**config.mk**
```make
export PLATFORM = sky130hd
export DESIGN_NAME = instruction_fetch
export DESIGN_NICKNAME = d
export VERILOG_FILES = /design/src/rtl/instruction_fetch.sv
export SDC_FILE = /design/constraint.sdc
export NUM_CORES = 1
export LEC_CHECK = 0
export ABC_AREA = 1
export BUFFER_PORTS_ARGS = -buffer_cell sky130_fd_sc_hd__buf_2
export CAP_MARGIN = 20
export CORE_MARGIN = 1
export CORE_UTILIZATION = 52
export CTS_CLUSTER_SIZE = 20
export DETAILED_ROUTE_END_ITERATION = 10
export PLACE_DENSITY = 0.82
export SYNTH_ARGS = -nofsm -noshare
export SYNTH_HDL_FRONTEND = slang
export SYNTH_SLANG_ARGS = --single-unit
```
**constraint.sdc**
```tcl
create_clock -name clk -period 2.4 [get_ports clk]
set_input_delay 0.12 -clock clk [delete_from_list [all_inputs] [get_ports clk]]
set_output_delay 0.12 -clock clk [all_outputs]
set_load 0.03 [all_outputs]
```
**src/rtl/instruction_fetch.sv**
```systemverilog
// Instruction fetch stage: walks the program ROM, hands one opcode at a time to the decoder
// through a valid/ready handshake, honours single-instruction skips and halts or wraps at the end.
module instruction_fetch #(
    parameter int unsigned ADDR_WIDTH = 8,
    parameter int unsigned HALT_ADDR  = 2**ADDR_WIDTH - 1,
    parameter bit          WRAP_EN    = 1'b0
) (
    input  logic                  clk,
    input  logic                  reset,
    input  logic                  enable,
    output logic [ADDR_WIDTH-1:0] romAddressOut,
    input  logic [3:0]            romDataIn,
    output logic [3:0]            instrOut,
    output logic                  instrValid,
    input  logic                  instrReady,
    output logic [ADDR_WIDTH-1:0] pcOut,
    input  logic                  skipRequest,
    output logic                  halted
);

    localparam logic [ADDR_WIDTH-1:0] HaltPc = ADDR_WIDTH'(HALT_ADDR);
    localparam logic [3:0]            NopOp  = 4'b0111;

    typedef enum logic [1:0] {
        StFetch,
        StIssue,
        StHalt
    } state_e;

    state_e                state_q, state_d;
    logic [ADDR_WIDTH-1:0] pc_q, pc_d;
    logic [ADDR_WIDTH-1:0] pc_out_q, pc_out_d;
    logic [3:0]            instr_q, instr_d;
    logic                  skip_q, skip_d;
    logic                  advance;

    always_ff @(posedge clk or posedge reset) begin
        if (reset) begin
            state_q  <= StFetch;
            pc_q     <= '0;
            pc_out_q <= '0;
            instr_q  <= NopOp;
            skip_q   <= 1'b0;
        end else begin
            state_q  <= state_d;
            pc_q     <= pc_d;
            pc_out_q <= pc_out_d;
            instr_q  <= instr_d;
            skip_q   <= skip_d;
        end
    end

    always_comb begin
        state_d  = state_q;
        pc_d     = pc_q;
        pc_out_d = pc_out_q;
        instr_d  = instr_q;
        skip_d   = skip_q;
        advance  = 1'b0;

        unique case (state_q)
            StFetch: begin
                if (enable) begin
                    if (skip_q) begin
                        skip_d  = 1'b0;
                        advance = 1'b1;
                    end else begin
                        instr_d  = romDataIn;
                        pc_out_d = pc_q;
                        state_d  = StIssue;
                    end
                end
            end
            StIssue: begin
                if (instrReady) begin
                    advance = 1'b1;
                    state_d = StFetch;
                end
            end
            StHalt:  state_d = StHalt;
            default: state_d = StFetch;
        endcase

        // Checked against the pre-edge flag so a pulse during a pending skip never stacks.
        if (state_q != StHalt && skipRequest && !skip_q) begin
            skip_d = 1'b1;
        end

        if (advance) begin
            if (pc_q != HaltPc) begin
                pc_d    = pc_q + 1'b1;
                state_d = StFetch;
            end else if (WRAP_EN) begin
                pc_d    = '0;
                state_d = StFetch;
            end else begin
                state_d = StHalt;
                skip_d  = 1'b0;
            end
        end
    end

    assign romAddressOut = pc_q;
    assign instrOut      = instr_q;
    assign pcOut         = pc_out_q;
    assign instrValid    = (state_q == StIssue);
    assign halted        = (state_q == StHalt);

endmodule

```
==> flow_summary.json <==
{
  "max_stage_delay_ns": 0.45,
  "pin_count": 31,
  "routedWlPerCell_um": 10.98,
  "cts_setup_buffers": 0,
  "io_buffers": 30,
  "rows": 16,
  "crit_arrival_ns": 1.60,
  "cp-start-kind": "flop",
  "layout-drive-gt1-share_pct": 28.40,
  "cellLeakagePower_nw": 0.7639,
  "ys_types": 23,
  "critical_path_class": "reg2reg",
  "cts_tree": "yes",
  "viasPerCell": 4.816,
  "grt_pass1_wl_mm": 3.960,
  "ys_seq_area_share_pct": 51.79,
  "ctsRootBufferMaster": "clkbuf_4",
  "final_nets": 180,
  "cp_cell_sequence": "ha_1 > inv_1 > nor2_4 > nand2_2 > nand2_4 > inv_4 > nand2_1 > nand2_1",
  "ys_seq_elements": 23,
  "grt_pass1_vias": 924,
  "clkSlewWorstSetupHoldPaths_ns": 0.11,
  "die_x_um": 48.38,
  "fin_setup_tns_ns": 0,
  "cts.sinks": 23,
  "dpl_worst_slack_ns": 1.006,
  "fin_skew_ns": 0.01339,
  "cp_num_cells": 8,
  "place_area_um2": 1292,
  "synth_area_um2": 1119,
  "initial_utilization_pct": 55.88,
  "setup.worst_path.end_class": "flop",
  "cts_buffers": 3,
  "critPathMostFrequentCell": "nand2_1",
  "setup_viol": 0,
  "grt_use_total_pct": 21.81,
  "yosysWarningCount": 0,
  "core-area_um2": 2002,
  "period_needed_ns": 1.398,
  "netlist_instances": 133,
  "slew_viol_final": 0,
  "final_area_um2": 1360,
  "tightest_slew_ns": 0.8351,
  "maxSlewHeadroom_pct": 44.27,
  "antenna_left": 0,
  "globalplace.congestion": 0.8613,
  "cts_hold_buf": 4,
  "clk_latency_ns": 0.31,
  "drt_iter0_drc": 20,
  "holdCritPathClass": "in2reg",
  "grt_max_degree": 26,
  "hold_path_depth": 3,
  "multi_input_area_um2": 455.4,
  "syn2layout_area_growth_pct": 21.59,
  "seq_area_um2": 579.3,
  "cts_buffer_depth": 2,
  "synth-edff-count": 0,
  "dr.pass1.iters": 4,
  "cp.required_ns": 2.60,
  "finalHoldViolCount": 0,
  "fin_crit_sh_pct": 58.25,
  "floorplan.die_area_um2": 2341,
  "path_delay_family": "flip-flops",
  "routed_wl_mm": 2.153,
  "diodes": 0,
  "vias": 944,
  "remaining_drc_errors": 0,
  "powerDensity_nw_per_um2": 1104,
  "cts_resized": 0,
  "drv_cap": 0,
  "grt_antenna_before_repair": 0,
  "detailed_place_hpwl_mm": 1.562,
  "die_y_um": 48.38,
  "slowest_stage": "dfrtp_1",
  "worstRegToRegCells": 8,
  "cp.buffers_inverters": 2,
  "rsz0062_at_grt": "no",
  "setup_slack_ns": 1.002,
  "cts-htree-levels": 1,
  "async_flop_share_pct": 100.0,
  "clock.fmax_mhz": 715.3,
  "fill_cells": 170,
  "post_synth.cell_area_avg_um2": 8.410,
  "outcome": "complete, no violations",
  "grt_overflow": 0,
  "irDropWorstVdd_v": 0.0007688,
  "crit_fanout": 9,
  "synth_fp_nets": 143,
  "yosys_most_used_dff": "dfrtp_1"
}
-- Yosys cell counts, types with 2 or more instances --
cell / n / area [µm²]
dfrtp_1: 20 / 500.5
nand2_2: 4 / 25.02
xor2_1: 2 / 17.52
nand2_1: 43 / 161.4
nand3_1: 6 / 30.03
buf_2: 2 / 10.01
nor2_1: 6 / 22.52
inv_1: 18 / 67.56
dfstp_2: 3 / 78.83
o21ai_0: 3 / 15.01
nand2_4: 2 / 22.52
o21ai_1: 13 / 65.06
-- metrics by stage --
step	utilization [%]	cells	hold slack (ns)	power [W]
CTS	67.94	196	0.009197	0.001516
global route	67.94	196	0.003868	0.001625
global placement	64.56	188	0.3211	0.001309
finish	67.94	196	0.02553	0.001501
floorplan	-	133	0.1197	0.001154
detailed placement	64.56	188	0.3283	0.001334
-- area by class of cell --
cell class	count	share of cell area (%)
flip-flops and latches	23	42.59
well taps	27	2.484
repair buffers	34	13.98
multi-input cells	89	33.49
clock buffers	3	1.656
clock inverters	1	0.3680
inverters	19	5.428
-- cell usage in the layout (no fill, tap or decap), types with 2 or more instances in the layout --
cell           netlist  layout
buf_2                2      30
clkbuf_4             0       3
dfrtp_1             20      20
dfstp_2              3       3
dlygate4sd3_1        0       4
inv_1               18      18
nand2_1             43      43
nand2_2              4       4
nand2_4              2       2
nand3_1              6       6
nor2_1               6       6
o21ai_0              3       3
o21ai_1             13      13
xor2_1               2       2
-- registers in the layout, summed over array words and instances (netlist names) --
name	count
instrOut	4
pcOut	8
romAddressOut	8
skip_q	1
state_q	2
-- tightest hold or removal path, stage by stage --
cell	delay, ns
buf_2	0.10
inv_1	0.05
o21ai_1	0.06
-- metal layers --
layer  vias to the layer above  track usage, %  part of all wire, %  wire, µm
met4                         0           10.78                  1.0        22
li1                        489               -                    -         -
met2                        25           34.27                   45       959
met5                         -               0                    0         0
met3                         2           3.459                  4.4        94
met1                       428           29.46                   50      1077
-- logic make-up (layout without fill, tap and decap cells) --
logic type	after synthesis	after routing	synth area share, %
flops	23	23	51.79
xor+xnor	3	3	2.349
simple gates	67	67	28.75
buf+inv	21	57	7.494
fa+ha+maj	1	1	1.118
compound gates	18	18	8.501
-- power breakdown --
group | leakage [nW] | switching (W) | internal (W)
clock | 0.0177 | 0.000113 | 0.0000622
sequential | 0.296 | 0.000110 | 0.000520
combinational | 0.450 | 0.000486 | 0.000209
total | 0.764 | 0.000710 | 0.000792
-- final timing paths --
| kind | start | slack [ns] | end |
|---|---|---|---|
| max in group asynchronous | reset | 1.37 | romAddressOut[2]$_DFFE_PP0P_ |
| min | romDataIn[2] | 0.03 | instrOut[2]$_DFFE_PP1P_ |
| min reg2reg | instrOut[0]$_DFFE_PP1P_ | 0.48 | instrOut[0]$_DFFE_PP1P_ |
| min in group asynchronous | reset | 0.50 | pcOut[4]$_DFFE_PP0P_ |
| max | romAddressOut[1]$_DFFE_PP0P_ | 1.00 | romAddressOut[3]$_DFFE_PP0P_ |
| max reg2reg | romAddressOut[1]$_DFFE_PP0P_ | 1.00 | romAddressOut[3]$_DFFE_PP0P_ |
Note: power is estimated with default switching activity, not from simulation.
